$ cat src/rtl/countdown_sequencer_pkg.sv
// countdown_pkg: shared state enum and default sizing for countdown_sequencer.
// No ports; imported by the interface, prescaler and sequencer.
package countdown_pkg;

  localparam int DEF_DATA_W     = 8;
  localparam int DEF_TICK_DIV   = 4;
  localparam int DEF_PRESCALE_W = 8;

  typedef enum logic [2:0] {
    IDLE,
    LOAD,
    RUN,
    HALVE,
    DONE
  } seq_state_t;

endpackage

$ cat src/rtl/countdown_sequencer_if.sv
// countdown_sequencer_if: command/status and counter-side signals.
// master = control/counter side, slave = sequencer (start..cnt_in in, ld_val..done out).
interface countdown_sequencer_if
  import countdown_pkg::*;
#(
  parameter int DATA_W = DEF_DATA_W
);

  logic              start;
  logic              abort;
  logic [DATA_W-1:0] load_val;
  logic              halve_req;
  logic [DATA_W-1:0] cnt_in;
  logic [DATA_W-1:0] ld_val;
  logic              latch;
  logic              dec;
  logic              div;
  logic              busy;
  logic              done;

  modport master (
    output start, abort, load_val, halve_req, cnt_in,
    input  ld_val, latch, dec, div, busy, done
  );

  modport slave (
    input  start, abort, load_val, halve_req, cnt_in,
    output ld_val, latch, dec, div, busy, done
  );

endinterface

$ cat src/rtl/countdown_sequencer_prescaler.sv
// tick_prescaler: modulo-TICK_DIV counter; tick is a registered one-cycle pulse.
// Ports: clk, reset (async high), clr (sync clear), en (advance), tick.
module tick_prescaler
  import countdown_pkg::*;
#(
  parameter int TICK_DIV   = DEF_TICK_DIV,
  parameter int PRESCALE_W = DEF_PRESCALE_W
) (
  input  logic clk,
  input  logic reset,
  input  logic clr,
  input  logic en,
  output logic tick
);

  localparam logic [PRESCALE_W-1:0] LAST =
    PRESCALE_W'(TICK_DIV - 1);
  localparam logic [PRESCALE_W-1:0] PRE =
    PRESCALE_W'(TICK_DIV - 2);

  logic [PRESCALE_W-1:0] cnt;

  // tick fires on the advance that lands on LAST, so
  // the first pulse comes TICK_DIV-1 advances after a clear
  // and the period afterwards is TICK_DIV.
  always_ff @(posedge clk or posedge reset) begin
    if (reset) begin
      cnt  <= '0;
      tick <= 1'b0;
    end else if (clr) begin
      cnt  <= '0;
      tick <= 1'b0;
    end else if (en) begin
      cnt  <= (cnt == LAST) ? '0 : cnt + 1'b1;
      tick <= (cnt == PRE);
    end else begin
      tick <= 1'b0;
    end
  end

endmodule

$ cat src/rtl/countdown_sequencer.sv
// countdown_sequencer: start/abort FSM driving counter latch/dec/div, reports done.
// Ports: clk, reset (async high), io (slave). Option: COUNTDOWN_SEQ_AUTO_RELOAD_EN.
module countdown_sequencer
  import countdown_pkg::*;
#(
  parameter int DATA_W     = DEF_DATA_W,
  parameter int TICK_DIV   = DEF_TICK_DIV,
  parameter int PRESCALE_W = DEF_PRESCALE_W
) (
  input  logic                  clk,
  input  logic                  reset,
  countdown_sequencer_if.slave  io
);

  seq_state_t        state;
  seq_state_t        nxt;
  logic [DATA_W-1:0] ld_q;
  logic [DATA_W-1:0] ld_d;
  logic              latch_q;
  logic              div_q;
  logic              busy_q;
  logic              done_q;
  logic              latch_d;
  logic              div_d;
  logic              busy_d;
  logic              done_d;
  logic              run_go;
  logic              tick;

  // Prescaler only advances on a RUN cycle that stays
  // in RUN; any other state clears it.
  assign run_go = (state == RUN) && !io.abort &&
                  (io.cnt_in != '0) && !io.halve_req;

  tick_prescaler #(
    .TICK_DIV   (TICK_DIV),
    .PRESCALE_W (PRESCALE_W)
  ) u_pre (
    .clk   (clk),
    .reset (reset),
    .clr   (state != RUN),
    .en    (run_go),
    .tick  (tick)
  );

  always_ff @(posedge clk or posedge reset) begin
    if (reset) state <= IDLE;
    else       state <= nxt;
  end

  always_comb begin
    nxt = state;
    unique case (state)
      IDLE: begin
        if (io.start && !io.abort) nxt = LOAD;
      end
      LOAD: begin
        nxt = io.abort ? IDLE : RUN;
      end
      RUN: begin
        unique case (1'b1)
          io.abort:         nxt = IDLE;
          (io.cnt_in == '0): nxt = DONE;
          io.halve_req:     nxt = HALVE;
          default:          nxt = RUN;
        endcase
      end
      HALVE: begin
        nxt = io.abort ? IDLE : RUN;
      end
      DONE: begin
`ifdef COUNTDOWN_SEQ_AUTO_RELOAD_EN
        nxt = io.abort ? IDLE : LOAD;
`else
        nxt = IDLE;
`endif
      end
      default: nxt = IDLE;
    endcase
  end

  // Strobes are registered decodes of the next state, so
  // each is high exactly while the FSM sits in its state.
  always_comb begin
    latch_d = (nxt == LOAD);
    div_d   = (nxt == HALVE);
    done_d  = (nxt == DONE);
    busy_d  = (nxt != IDLE);
    ld_d    = ld_q;
    if (state == IDLE && nxt == LOAD) ld_d = io.load_val;
  end

  always_ff @(posedge clk or posedge reset) begin
    if (reset) begin
      ld_q    <= '0;
      latch_q <= 1'b0;
      div_q   <= 1'b0;
      busy_q  <= 1'b0;
      done_q  <= 1'b0;
    end else begin
      ld_q    <= ld_d;
      latch_q <= latch_d;
      div_q   <= div_d;
      busy_q  <= busy_d;
      done_q  <= done_d;
    end
  end

  assign io.ld_val = ld_q;
  assign io.latch  = latch_q;
  assign io.dec    = tick;
  assign io.div    = div_q;
  assign io.busy   = busy_q;
  assign io.done   = done_q;

endmodule

$ cat src/flat_wrapper.sv
// flat-port wrapper written by rule: the top's interface ports become plain ports
module countdown_sequencer_flat import countdown_pkg::*;
#(
  parameter int DATA_W     = DEF_DATA_W,
  parameter int TICK_DIV   = DEF_TICK_DIV,
  parameter int PRESCALE_W = DEF_PRESCALE_W
)
  (clk, reset, io_start, io_abort, io_load_val, io_halve_req, io_cnt_in, io_ld_val, io_latch, io_dec, io_div, io_busy, io_done);
  countdown_sequencer_if #(.DATA_W(DATA_W)) io_i ();
  input  logic clk;
  input  logic reset;
  input wire logic [$bits(io_i.start)-1:0] io_start;
  input wire logic [$bits(io_i.abort)-1:0] io_abort;
  input wire logic [$bits(io_i.load_val)-1:0] io_load_val;
  input wire logic [$bits(io_i.halve_req)-1:0] io_halve_req;
  input wire logic [$bits(io_i.cnt_in)-1:0] io_cnt_in;
  output wire logic [$bits(io_i.ld_val)-1:0] io_ld_val;
  output wire logic [$bits(io_i.latch)-1:0] io_latch;
  output wire logic [$bits(io_i.dec)-1:0] io_dec;
  output wire logic [$bits(io_i.div)-1:0] io_div;
  output wire logic [$bits(io_i.busy)-1:0] io_busy;
  output wire logic [$bits(io_i.done)-1:0] io_done;
  assign io_i.start = io_start;
  assign io_i.abort = io_abort;
  assign io_i.load_val = io_load_val;
  assign io_i.halve_req = io_halve_req;
  assign io_i.cnt_in = io_cnt_in;
  assign io_ld_val = io_i.ld_val;
  assign io_latch = io_i.latch;
  assign io_dec = io_i.dec;
  assign io_div = io_i.div;
  assign io_busy = io_i.busy;
  assign io_done = io_i.done;
  countdown_sequencer #(.DATA_W(DATA_W), .TICK_DIV(TICK_DIV), .PRESCALE_W(PRESCALE_W)) u_core (.clk(clk), .reset(reset), .io(io_i));
endmodule
$ cat config.mk
export PLATFORM = sky130hd
export DESIGN_NAME = countdown_sequencer_flat
export DESIGN_NICKNAME = d
export VERILOG_FILES = /design/src/rtl/countdown_sequencer_pkg.sv /design/src/rtl/countdown_sequencer_if.sv /design/src/rtl/countdown_sequencer_prescaler.sv /design/src/rtl/countdown_sequencer.sv /design/src/flat_wrapper.sv
export SDC_FILE = /design/constraint.sdc
export NUM_CORES = 1
export LEC_CHECK = 0
export BUFFER_PORTS_ARGS = -buffer_cell sky130_fd_sc_hd__buf_4
export CAP_MARGIN = 20
export CELL_PAD_IN_SITES_DETAIL_PLACEMENT = 0
export CELL_PAD_IN_SITES_GLOBAL_PLACEMENT = 1
export CORE_MARGIN = 4
export CORE_UTILIZATION = 37
export DETAILED_ROUTE_END_ITERATION = 8
export PLACE_DENSITY_LB_ADDON = 0.1
export SLEW_MARGIN = 20
export SYNTH_ARGS = -nofsm -noshare
export SYNTH_HDL_FRONTEND = slang
export SYNTH_SLANG_ARGS = --single-unit
export TNS_END_PERCENT = 5
$ cat constraint.sdc
create_clock -name clk -period 1.9 [get_ports clk]
set_input_delay 0.095 -clock clk [delete_from_list [all_inputs] [get_ports clk]]
set_output_delay 0.095 -clock clk [all_outputs]
set_load 0.01 [all_outputs]
Word level (Yosys, flattened, before mapping)

Index checks and enable logic that the tools add are counted.

$add $sub $neg: 1
Equal/unequal tests: 9
Multiplexer cells: 9
Reductions and logical operators: 13

Operators with widths:

| operator              | number |
|---|---|
| $mux W8               | 3 |
| $pmux W3 S3           | 2 |
| $eq A8 B2 Y1 const B  | 2 |
| $eq A3 B2 Y1 const B  | 3 |
| $add A8 B1 Y8 const B | 1 |
| $logic_not A8 Y1      | 1 |
| $reduce_bool A8 Y1    | 1 |
| $eq A3 B1 Y1 const B  | 2 |
| $logic_and A1 B1 Y1   | 5 |
| $eq A3 B3 Y1 const B  | 1 |
| $logic_not A3 Y1      | 1 |
| $mux W3               | 1 |
| $ne A3 B2 Y1 const B  | 1 |
| $reduce_bool A3 Y1    | 1 |
| $logic_not A1 Y1      | 2 |
| $mux W1               | 2 |
| $mux W2               | 1 |
| $reduce_bool A2 Y1    | 1 |
| $reduce_or A2 Y1      | 1 |

Register bits: 24
Bits of input ports: 21
Output and inout port bits: 13
Logic and storage cells: 40

Depth between registers and ports, before layout

Word-level depth: 6
Depth in mapped cells: 6
Gate-level depth less buffers: 5

By module

From an unflattened synthesis, not the netlist that was laid out.

Cell total of the unflattened synthesis: 96
Area total of the unflattened synthesis: 1106.1 µm²

By module, submodules not included:

| module              | instances | cells each | area each (µm²) | sequential area each (µm²) |
|---|---|---|---|---|
| countdown_sequencer | 1         | 49         | 644.4           | 375.4 |
| tick_prescaler      | 1         | 47         | 461.7           | 225.2 |

Least setup slack after synthesis

Ideal clock, no wire load.

Kind: flip-flop to flip-flop
From: reg u_core.u_pre.cnt[1]
To: reg u_core.u_pre.cnt[6]
Setup time: 0.078 ns
Arrival time: 1.374 ns
Data required time: 1.822 ns
Slack: 0.449 ns
Stages on the path, launching flop included: 6
Path buffers: 0
Period minus slack after synthesis: 1.451 ns
Path through: dfrtp_1 > ha_1 > nand3_1 > or2_2 > or3_1 > a21oi_1

Word-level cells in the longest chain between the ends: 4
Elaborated cells on any way between the ends: 5
Classes of those cells: add/sub: 1; eq/ne: 1; mux: 3

Ends and longest elaborated chain:

| element                                              | RTL line                            | text |
|---|---|---|
| from (decl)                                          | countdown_sequencer_prescaler.sv:21 | `logic [PRESCALE_W-1:0] cnt;` |
| from (signal assigned)                               | countdown_sequencer_prescaler.sv:34 | `cnt <= (cnt == LAST) ? '0 : cnt + 1'b1;` |
| $add A8 B1 Y8 / $eq A8 B2 Y1 (equally long branches) | countdown_sequencer_prescaler.sv:34 |  |
| $mux W8 (*)                                          | countdown_sequencer_prescaler.sv:34 |  |
| $mux W8 (*)                                          | countdown_sequencer_prescaler.sv:33 | `end else if (en) begin` |
| $mux W8 (*)                                          | countdown_sequencer_prescaler.sv:30 | `end else if (clr) begin` |

Mark *: on every way between the ends. The rest lies on a longest branch, timed or not. The select of a mux whose other input is x is not followed.
A chain may end at the register's enable or synchronous reset.

Worst setup path in the final report

Same ends and word-level chain as after synthesis.

==> impl.org <==
** Outcome
- The flow ran to the end, and the final reports show no timing, DRC or antenna violations.

** Setup path
- Flop2flop setup slack :: between 200 and 300 ps
- Type of destination of the critical path :: register
- Arr. time, crit path :: 1840 ps
- At the worst endpoint, the required time is ~2100 ps.
- The setup path with the least slack is of type register to register.
- The worst setup path is launched from a register.
- Of all nets on the critical path, the largest fanout is 5.

** Routing
- After detailed routing, the number of remaining DRC violations is 0.
- Post-DR wirelength/cell :: roughly 14 um
- Summing over every cut layer, the via total after detailed routing is 904.
- Detailed-router iteration count before antenna repair :: 4
- Initial drt markers :: 36
- Summed over all layers, the routed wires come to 2.34 mm.
- Post-route antenna net violation count :: 0
- Using the TritonRoute via totals, the vias-per-cell ratio works out to 5.23.

** Clock tree
- Buffers inserted during post-CTS setup optimization :: 0
- The clock passes through at most 2 buffers.
- Total clock buffers created by CTS :: 3
- For the worst-skew pair, the clock arrives at the later sink with an insertion delay of about 310 ps.
- CTS saw 24 sinks.
- CTS tree :: done
- H-tree Lvls :: 1
- Root Driver :: sky130_fd_sc_hd__clkbuf_4
- After clock tree synthesis, the repair step resized 0 gates.
- Clk slew on worst S/H paths :: 130 ps

** Global routing
- Entering global routing, the biggest net connects 16 pins.
- Number of global-route vias before repair :: roughly 890
- For this run the aggregate overflow at the end of global routing stands at 0.
- The number of antenna violations at the first check in global routing is 0.
- GR Util All Layers :: between 10% and 20%
- The first global-routing pass estimated a little under 4 mm of wire.

** STA
- After routing, the total negative slack on setup checks comes to 0 ps.
- Max Clk Rate :: 623 MHz
- Setup repair after global routing left no endpoint under its margin.
- Endpoints failing setup :: 0
- Headroom to the max-slew limit came out at 64.3%.
- Clock Skew :: between 10 and 15 ps
- The final number of hold-violating endpoints was 0.
- The routed design could run at a clock period as short as approximately 1600 ps.
- For the pin with the worst max-slew slack, the measured transition is 531 ps.
- The count of final max-slew check failures is 0.
- Of the available clock period, the critical path in the final layout requires 84.5%.

** Placement
- Buffers added on ports :: 33
- Final Wtd Congestion :: 0.873
- Detailed placer's ending HPWL :: between 1.5 and 2 mm

** Pwr
- Across the VDD grid, the largest voltage drop is 0.000783 V.
- For this design the static power due to leakage is 0.683 nW.
- Pwr/cell area :: a little over 1000 nW/um^2

** Logic synthesis
- Count of mapped cells out of synthesis :: 100
- Averaged over all synthesized cells, the footprint is approximately 11 um^2.
- During synthesis, Yosys emitted a total of 0 warnings.
- Number of distinct library cell variants in the gate-level netlist after synthesis :: 28
- After synthesis the netlist holds a flip-flop and latch count of 24.
- Post-synth net total :: 123
- Part of the Yosys area used for sequential elements :: 56.0%
- The mapped netlist covers 1070 um^2.

** Floorplanning
- For this configuration, the core starts out at a cell density of 38.9%.
- Die outline height :: 61.8 um
- The die is 61.8 um wide.
- The region available for standard cell placement spans 2760 um^2.
- Row Count :: 19
- The die covers 3820 um^2.
- Boundary pin count :: 34

** Layout
- Measured on the finished design, the core utilization comes to 52.7%.
- Filler Cell Count :: 258
- In the final layout, the share of cells above drive strength 1 is 33.8%.
- From synthesis to final layout, the design area changed by 35.5%.
- 0 antenna diodes ended up in the layout.
- Final-stage net count :: 166

** Hold path
- The min-delay analysis places its worst path in the category primary input to register.

** Flow run
- Max-cap violations in this run came to 0.
through the flow:
step | instance area (um^2) | std cells | hold slack [ps] | power [mW] | worst slack (ps)
after floorplan | 1070 | 100 | 110 | 0.964 | 449
after global placement | 1350 | 162 | 88.0 | 1.20 | 346
after detailed placement | 1350 | 162 | 111 | 1.21 | 331
after CTS | 1390 | 167 | 0.530 | 1.48 | 294
after global routing | 1450 | 173 | 1.01 | 1.58 | 156
final | 1450 | 173 | 18.9 | 1.47 | 294
metal layers:
| layer | track usage, % | vias up | wire length (um) |
|---|---|---|---|
| met1 | 17.6 | 432 | 1000 |
| li1 | - | 445 | - |
| met3 | 2.69 | 2 | 114 |
| met5 | 0 | - | 0 |
| met2 | 23.3 | 25 | 1200 |
| met4 | 5.45 | 0 | 17 |
layout make-up:
type / count / area, um^2 / share of cell area [%]
tap: 31 / 38.8 / 2.67
timing repair buffer: 41 / 325 / 22.4
sequential: 24 / 601 / 41.3
inverter: 5 / 18.8 / 1.29
multi-input combinational: 68 / 433 / 29.8
clock buffer: 4 / 36.3 / 2.50
layout by cell type, fill, tap and decap left out, types with 2 or more instances in the layout:
cell / instances
sky130_fd_sc_hd__nand2_1: 8
sky130_fd_sc_hd__nand3_1: 8
sky130_fd_sc_hd__or3_1: 3
sky130_fd_sc_hd__buf_4: 34
sky130_fd_sc_hd__clkbuf_4: 3
sky130_fd_sc_hd__inv_1: 5
sky130_fd_sc_hd__o22ai_1: 2
sky130_fd_sc_hd__nor2_1: 6
sky130_fd_sc_hd__nor4_1: 3
sky130_fd_sc_hd__dfrtp_1: 24
sky130_fd_sc_hd__mux2_2: 8
sky130_fd_sc_hd__and3_1: 3
sky130_fd_sc_hd__o21ai_0: 3
sky130_fd_sc_hd__dlygate4sd3_1: 7
sky130_fd_sc_hd__ha_1: 2
sky130_fd_sc_hd__a21oi_1: 9
sky130_fd_sc_hd__or4_1: 2
worst max-delay path: stages, from the launching register on:
cell and delay [ps]:
sky130_fd_sc_hd__dfrtp_1 420, sky130_fd_sc_hd__ha_1 230, sky130_fd_sc_hd__nand3_1 130, sky130_fd_sc_hd__or2_2 310, sky130_fd_sc_hd__or3_1 300, sky130_fd_sc_hd__a21oi_1 140
flip-flops by register name (all words and copies together) (netlist names):
name / flops
u_core.io.busy: 1
u_core.state: 3
u_core.io.ld_val: 8
u_core.u_pre.tick: 1
u_core.io.done: 1
u_core.io.latch: 1
u_core.u_pre.cnt: 8
u_core.io.div: 1
power breakdown:
| group | leakage (nW) | internal (mW) | switching, mW |
|---|---|---|---|
| Clock | 0.0210 | 0.117 | 0.145 |
| Sequential | 0.312 | 0.636 | 0.0690 |
| Combinational | 0.350 | 0.270 | 0.231 |
| Total | 0.683 | 1.02 | 0.444 |
kinds of logic after synthesis:
group                    after synthesis  synth area share [%]
adder cells (fa/ha/maj)                2                  2.33
buffers and inverters                  8                  3.62
AO/OA/AOI/OAI                         19                  10.9
AND/OR/NAND/NOR                       39                  18.8
multiplexers                           8                  8.40
flip-flops                            24                  56.0
synth_stat cells, drive strengths merged:
cell type,n,area (um^2)
nand2,8,30.0
nand3,8,40.0
and3,3,18.8
nand3b,1,7.51
clkbuf,1,3.75
buf,2,16.3
a211o,1,8.76
o22ai,2,12.5
inv,5,18.8
mux2,8,90.1
ha,2,25.0
a21oi,9,45.0
or3,3,18.8
a211oi,2,20.0
or4,2,15.0
nor3,1,5.00
nand4,1,6.26
nor4,3,18.8
or2,1,6.26
a311oi,1,8.76
nor2,6,22.5
o21ai,3,15.0
dfrtp,24,601
a31oi,1,6.26
nand2b,1,6.26
and2,1,6.26
worst paths after layout:
path	cells after the start	start	endpoint
min in group asynchronous	3	reset	u_core.io.div
worst min register to register	1	u_core.io.ld_val[6]	u_core.io.ld_val[6]
worst min-delay path	2	io_load_val[5]	u_core.io.ld_val[5]
worst max register to register	5	u_core.u_pre.cnt[1]	u_core.u_pre.cnt[6]
worst max-delay path	5	u_core.u_pre.cnt[1]	u_core.u_pre.cnt[6]
max in group asynchronous	4	reset	u_core.u_pre.cnt[4]
what timing repair did:
item,CTS,global route
endpoints found under the hold margin,9,6
hold buffers,1,6
endpoints found under the setup margin,0,0
(Power assumes the default switching activity.)
